## config.mk

```make
export PLATFORM = sky130hd
export DESIGN_NAME = control_suma
export DESIGN_NICKNAME = d
export VERILOG_FILES = /design/src/rtl/control_suma.sv
export SDC_FILE = /design/constraint.sdc
export NUM_CORES = 1
export LEC_CHECK = 0
export BUFFER_PORTS_ARGS = -buffer_cell sky130_fd_sc_hd__buf_4
export CORE_MARGIN = 4
export CORE_UTILIZATION = 25
export CTS_BUF_LIST = sky130_fd_sc_hd__clkbuf_8 sky130_fd_sc_hd__clkbuf_16
export DETAILED_ROUTE_END_ITERATION = 8
export PLACE_DENSITY_LB_ADDON = 0.25
export RECOVER_POWER = 50
export SYNTH_ARGS = -nofsm -noshare
export SYNTH_HDL_FRONTEND = slang
export SYNTH_SLANG_ARGS = --single-unit
export TNS_END_PERCENT = 5
```

## constraint.sdc

```tcl
create_clock -name clk -period 2.8 [get_ports clk]
set_clock_uncertainty 0.1 [all_clocks]
set_input_delay 0 -clock clk [delete_from_list [all_inputs] [get_ports clk]]
set_output_delay 0 -clock clk [all_outputs]
set_load 0.005 [all_outputs]
```

## src/rtl/control_suma.sv

```systemverilog
// Keypad sequencer for the 12-bit adder: builds two decimal operands, fires a
// one-cycle add command, waits for the adder and holds the sum for display.
module control_suma #(
  parameter int MAX_DIGITS = 3,
  parameter int RES_LAT    = 1
) (
  input  logic        clk,
  input  logic        rst,
  input  logic        key_valid,
  input  logic [3:0]  key_code,
  input  logic [12:0] resultado,
  output logic [11:0] num1,
  output logic [11:0] num2,
  output logic        suma_btn,
  output logic [12:0] disp_value,
  output logic        busy,
  output logic [1:0]  op_sel
);

  localparam int CW = $clog2(MAX_DIGITS + 1);
  localparam int WW = $clog2(RES_LAT + 1);
  localparam logic [CW-1:0] MAXD = CW'(MAX_DIGITS);

  localparam logic [2:0] S_OP1  = 3'd0;
  localparam logic [2:0] S_OP2  = 3'd1;
  localparam logic [2:0] S_SUM  = 3'd2;
  localparam logic [2:0] S_WAIT = 3'd3;
  localparam logic [2:0] S_SHOW = 3'd4;

  logic [2:0]    state_q, state_d;
  logic [11:0]   num1_q, num1_d;
  logic [11:0]   num2_q, num2_d;
  logic [12:0]   result_q, result_d;
  logic [CW-1:0] dcnt_q, dcnt_d;
  logic [WW-1:0] wait_q, wait_d;

  logic isDigit, isPlus, isEq, isClr;

  assign isDigit = key_valid && (key_code <= 4'd9);
  assign isPlus  = key_valid && (key_code == 4'hA);
  assign isEq    = key_valid && (key_code == 4'hB);
  assign isClr   = key_valid && (key_code == 4'hC);

  // x*10 + d as (x<<3)+(x<<1)+d; operands never exceed 999 so 12 bits suffice
  function automatic logic [11:0] mulAdd10(input logic [11:0] x, input logic [3:0] d);
    return {x[8:0], 3'b000} + {x[10:0], 1'b0} + {8'd0, d};
  endfunction

  always_comb begin
    state_d  = state_q;
    num1_d   = num1_q;
    num2_d   = num2_q;
    result_d = result_q;
    dcnt_d   = dcnt_q;
    wait_d   = wait_q;
    if (isClr) begin
      state_d  = S_OP1;
      num1_d   = '0;
      num2_d   = '0;
      result_d = '0;
      dcnt_d   = '0;
      wait_d   = '0;
    end else begin
      case (state_q)
        S_OP1: begin
          if (isDigit && (dcnt_q < MAXD)) begin
            num1_d = mulAdd10(num1_q, key_code);
            dcnt_d = dcnt_q + CW'(1);
          end else if (isPlus) begin
            state_d = S_OP2;
            dcnt_d  = '0;
          end
        end
        S_OP2: begin
          if (isDigit && (dcnt_q < MAXD)) begin
            num2_d = mulAdd10(num2_q, key_code);
            dcnt_d = dcnt_q + CW'(1);
          end else if (isEq) begin
            state_d = S_SUM;
          end
        end
        S_SUM: begin
          wait_d  = WW'(RES_LAT);
          state_d = S_WAIT;
        end
        S_WAIT: begin
          if (wait_q == '0) begin
            result_d = resultado;
            state_d  = S_SHOW;
          end else begin
            wait_d = wait_q - WW'(1);
          end
        end
        S_SHOW: begin
          // A digit after a result starts a fresh calculation; the sum is not reused
          if (isDigit) begin
            num1_d  = {8'd0, key_code};
            num2_d  = '0;
            dcnt_d  = CW'(1);
            state_d = S_OP1;
          end
        end
        default: state_d = S_OP1;
      endcase
    end
  end

  always_ff @(posedge clk or negedge rst) begin
    if (!rst) begin
      state_q  <= S_OP1;
      num1_q   <= '0;
      num2_q   <= '0;
      result_q <= '0;
      dcnt_q   <= '0;
      wait_q   <= '0;
    end else begin
      state_q  <= state_d;
      num1_q   <= num1_d;
      num2_q   <= num2_d;
      result_q <= result_d;
      dcnt_q   <= dcnt_d;
      wait_q   <= wait_d;
    end
  end

  // Outputs decode straight from state so an asynchronous reset drops them at once
  assign suma_btn = (state_q == S_SUM);
  assign busy     = (state_q == S_SUM) || (state_q == S_WAIT);
  assign num1     = num1_q;
  assign num2     = num2_q;

  always_comb begin
    op_sel     = 2'd0;
    disp_value = {1'b0, num1_q};
    case (state_q)
      S_OP2, S_SUM, S_WAIT: begin
        op_sel     = 2'd1;
        disp_value = {1'b0, num2_q};
      end
      S_SHOW: begin
        op_sel     = 2'd2;
        disp_value = result_q;
      end
      default: begin
        op_sel     = 2'd0;
        disp_value = {1'b0, num1_q};
      end
    endcase
  end

endmodule

```

Word-level counts from Yosys, hierarchy flattened:

Index checks and enable logic that the tools add are counted.

* register bits: 43
* input port bits: 20
* output and inout bits: 41
* logic and storage cells: 79

* add/subtract/negate cells: 6
* $lt $le $gt $ge: 2
* equality and inequality tests: 17
* mux-type cells: 30
* reductions and logical operators: 18

Operators by type and width (count)
* 2-to-1 mux 12 bit: 6
* case mux 12 bit (2 select lines): 2
* 2-to-1 mux 13 bit: 3
* case mux 13 bit (2 select lines): 1
* adder 12 bit: 2
* adder 12 x 4 -> 12 bit: 2
* != test 3 bit, second input constant: 8
* 2-to-1 mux 3 bit: 7
* case mux 3 bit (5 select lines): 1
* == test 4 bit, second input constant: 3
* 2-to-1 mux 2 bit: 5
* nonzero test 3 bit: 3
* == test 3 x 2 -> 1 bit, second input constant: 2
* case mux 2 bit (3 select lines): 1
* AND reduction 3 bit: 2
* AND reduction 6 bit: 1
* logical AND 1 bit: 5
* less-or-equal comparator 4 bit, second input constant: 1
* != test 4 bit, second input constant: 1
* case mux 2 bit (2 select lines): 1
* AND reduction 4 bit: 1
* nonzero test 4 bit: 1
* == test 3 x 1 -> 1 bit, second input constant: 1
* == test 3 bit, second input constant: 1
* other kinds (11): 12

Depth between registers and ports, before layout:

* word-level depth: 6
* depth in mapped cells: 9
* mapped depth without buffers: 9

Least setup slack after synthesis:

OpenSTA, ideal clock, no wires.

* kind: register to register
* from: register num2_q[0] (netlist: num2[0])
* to: register num2_q[10] (netlist: num2[10])
* library setup time: 121 ps
* arrival: 2465 ps
* required time: 2579 ps
* path slack: 114 ps
* stages on the path, launching flop included: 10
* buffers on the path: 0
* clock period less this slack: 2686 ps
* path through: dfrtp_1 -> inv_1 -> fa_1 -> inv_1 -> fa_1 -> a21o_1 -> a221oi_1 -> o21ai_0 -> xor2_1 -> a22o_1

* word-level cells in the longest chain between the ends: 5

RTL lines
* from (decl): RTL line 32 `logic [11:0] num2_q, num2_d;`
* from (signal assigned): RTL line 119 `num2_q <= num2_d;`
* adder 12 bit: RTL line 46 `return {x[8:0], 3'b000} + {x[10:0], 1'b0} + {8'd0, d};`
* adder 12 x 4 -> 12 bit: RTL line 46
* 2-to-1 mux 12 bit: RTL line 75 `if (isDigit && (dcnt_q < MAXD)) begin`
* case mux 12 bit (2 select lines): RTL line 64 `case (state_q)`
* 2-to-1 mux 12 bit: RTL line 56 `if (isClr) begin`

No other way between the ends. The select of a mux whose other input is x is not followed.
A chain may end at the register's enable or synchronous reset.

Worst setup path in the final report:

Ends and elaborated chain as after synthesis.

==> out/qor.txt <==
Synth Area per Inst: 9.22 um2
relative slew slack: 24.6%
period utilization: 96.3%
Synth Cell Area: 0.00314 mm2
status: complete, no violations
final core occ: 34.0%
starting density of the core: 25.8%
top_reg_cell synth: dfrtp_1
Async SR Flop Fraction: 100%
die area: 0.0144 mm2
vias per cell: 4.87
max-slew violations: 0
Die Ht: 120 um
flops & latches, synth: 43
Remaining DRCs: 0
Final Non-Filler Cells: 586
Hold Path Class: in2reg
met2 WL post-DR: 4.44 mm
CTS clk-pin slew, worst paths: 0.07 ns
CTS max path bufs: 2
Synth-to-Final Area Change: 31.8%
final hold violations: 0
met3 routed WL: 463 um
M1 wire length: 4.42 mm
H-tree Lvls: 2
EDFF count, synth: 0
die width: 120 um
WL/cell: 16.1 um
Yosys cell types: 51
ANT nets after route: 0
Synth Warn #: 0
highest-delay cell along the critical path: fa_1
fillers: 1268
CTS tree: yes
min cycle time layout: 2.70 ns
DR top layer: met4
share of cells above drive strength 1: 20.1%
Detail Placement HPWL: 7.03 mm
worst-margin pin slew: 1.13 ns
Final Wtd Congestion: 0.803
Lkg Pwr: 2.07 nW
Sum Neg Setup Slack: 0 ns
antenna violations before repair: 0
first drt pass iteration count: 4
placed inst area: 0.00379 mm2
Max Cap Viol: 0
register area share after synthesis: 34.3%
Post-CTS Setup Bufs: 0
CTS buffer count: 5
unrepaired setup endpoints after global routing: false
vias in the first global route: 2993
Fin Hold WS: 0.0289 ns
IO Port Bufs: 60
Max Freq: 371 MHz
Crit Path Max Fanout: 2
Design Area, Final: 0.00413 mm2
cells along the critical path: inv_1, fa_1, inv_1, fa_1, a21o_1, a221oi_1, o21ai_0, xor2_1, a22o_1
Starting DRT DRC Count: 104
Ports: 61
worst path required time: 2.88 ns
first-pass GRT wire length: 15.5 mm
Top delay family on crit path: adder cells
Cell Pwr Density: 1170 mW/mm2
via count: 2854
CP startpoint kind: flop
wirelength, routed: 9.42 mm
CTS root buf: clkbuf_16
crit path kind: reg2reg
site row count: 40
nets: 478
area of the core: 0.0122 mm2
Skew-Pair Late Insertion Delay: 0.28 ns
largest net degree at the start of global routing: 44
placed cell count: 563
Total GRT Usage: 13.4%
Crit. End Element: flop
Final setup viols: 0
# diodes: 0
maximum vdd drop: 0.000337 V
worst path buffer plus inverter count: 2
Worst EP arrival: 2.78 ns
Cells after Synth: 340
Overflow after GRT: 0
Max stage delay on crit path: 0.49 ns
CTS sink count: 43
Syn Nets: 401
## synthesized netlist by cell type (all sizes together), types with 8 or more instances
cell type	instances	area [um2]
dfrtp	43	1080
nand2	38	143
ha	37	463
nor2	36	143
a21oi	32	160
inv	16	60.1
a22o	14	123
a21o	11	82.6
o22ai	11	68.8
xnor2	10	87.6
clkbuf	8	30.0
o21ai	8	43.8
## worst reg2reg max path: cells and delay by family, from the launching register on
| kind | cells | cell delay, ns |
|---|---|---|
| AO/OA/AOI/OAI | 4 | 0.92 |
| XOR/XNOR | 1 | 0.16 |
| adder cells (fa/ha/maj) | 2 | 0.96 |
| buffers and inverters | 2 | 0.12 |
| flip-flops | 1 | 0.34 |
## metal layers
metal,vias up,track usage [%]
li1,1384,-
met3,10,2.69
met2,79,22.7
met1,1381,17.8
met5,-,0
met4,0,2.65
## registers in the layout, indices dropped and copies added, names as in the netlist
name	flops
dcnt_q	2
state_q	3
num1	12
result_q	13
num2	12
wait_q	1
## where the power goes
| part | internal, W | leakage, nW | switching (W) | total, W |
|---|---|---|---|---|
| logic | 0.00142 | 1.42 | 0.00144 | 0.00285 |
| clock network | 0.000511 | 0.0900 | 0.000254 | 0.000765 |
| registers | 0.000898 | 0.557 | 0.000311 | 0.00121 |
| total | 0.00283 | 2.07 | 0.00200 | 0.00483 |
## through the flow
step / setup WS [ns] / total power [W]
after floorplan: 0.114 / 0.00301
after global placement: 0.170 / 0.00405
after detailed placement: 0.126 / 0.00411
after CTS: 0.126 / 0.00491
after global routing: 0.0105 / 0.00531
final: 0.104 / 0.00483
## cells in the final DEF, fill, tap and decap left out, types with 3 or more instances in the layout
master         instances
a211oi_1               4
a21o_1                11
a21oi_1               31
a22o_1                14
a32o_1                 4
buf_4                 48
clkbuf_16              5
clkbuf_4              18
dfrtp_1               43
dlygate4sd3_1         15
fa_1                   4
ha_1                  37
inv_1                 14
mux2i_1                3
nand2_1               38
nand2b_1               6
nand4_1                5
nor2_1                35
nor2b_1                3
o211ai_1               3
o21ai_0                7
o22ai_1               11
or3_1                  3
xnor2_1               10
xor2_1                 5
## cell families after synthesis
logic type | synth area share (%)
AO/OA/AOI/OAI | 21.6
XOR/XNOR | 4.19
adder cells (fa/ha/maj) | 17.3
buffers and inverters | 4.31
flip-flops | 34.3
multiplexers | 1.32
AND/OR/NAND/NOR | 16.9
## layout make-up
cell class	count	area, um2	area share, %
multi-input cells	267	1940	46.8
well taps	168	210	5.09
inverters	16	60.1	1.45
clock inverters	3	67.6	1.63
flip-flops and latches	43	1080	26.0
clock buffers	5	125	3.03
repair buffers	84	658	15.9
## final timing paths
check,startpoint,endpoint,slack [ns],cells past startpoint
max,num2[0]$_DFFE_PN0P_,num2[10]$_DFFE_PN0P_,0.10,9
min,key_valid,num1[2]$_DFFE_PN0P_,0.03,3
max reg2reg,num2[0]$_DFFE_PN0P_,num2[10]$_DFFE_PN0P_,0.10,9
min reg2reg,result_q[12]$_DFFE_PN0P_,result_q[12]$_DFFE_PN0P_,0.43,2
max in group asynchronous,rst,num2[3]$_DFFE_PN0P_,1.54,2
min in group asynchronous,rst,result_q[5]$_DFFE_PN0P_,0.37,2
## repair_timing
item	CTS	global route
resized for setup	0	2
hold buffers	15	0
setup endpoints to repair	0	2
hold endpoints to repair	58	0
(Power assumes the default switching activity.)
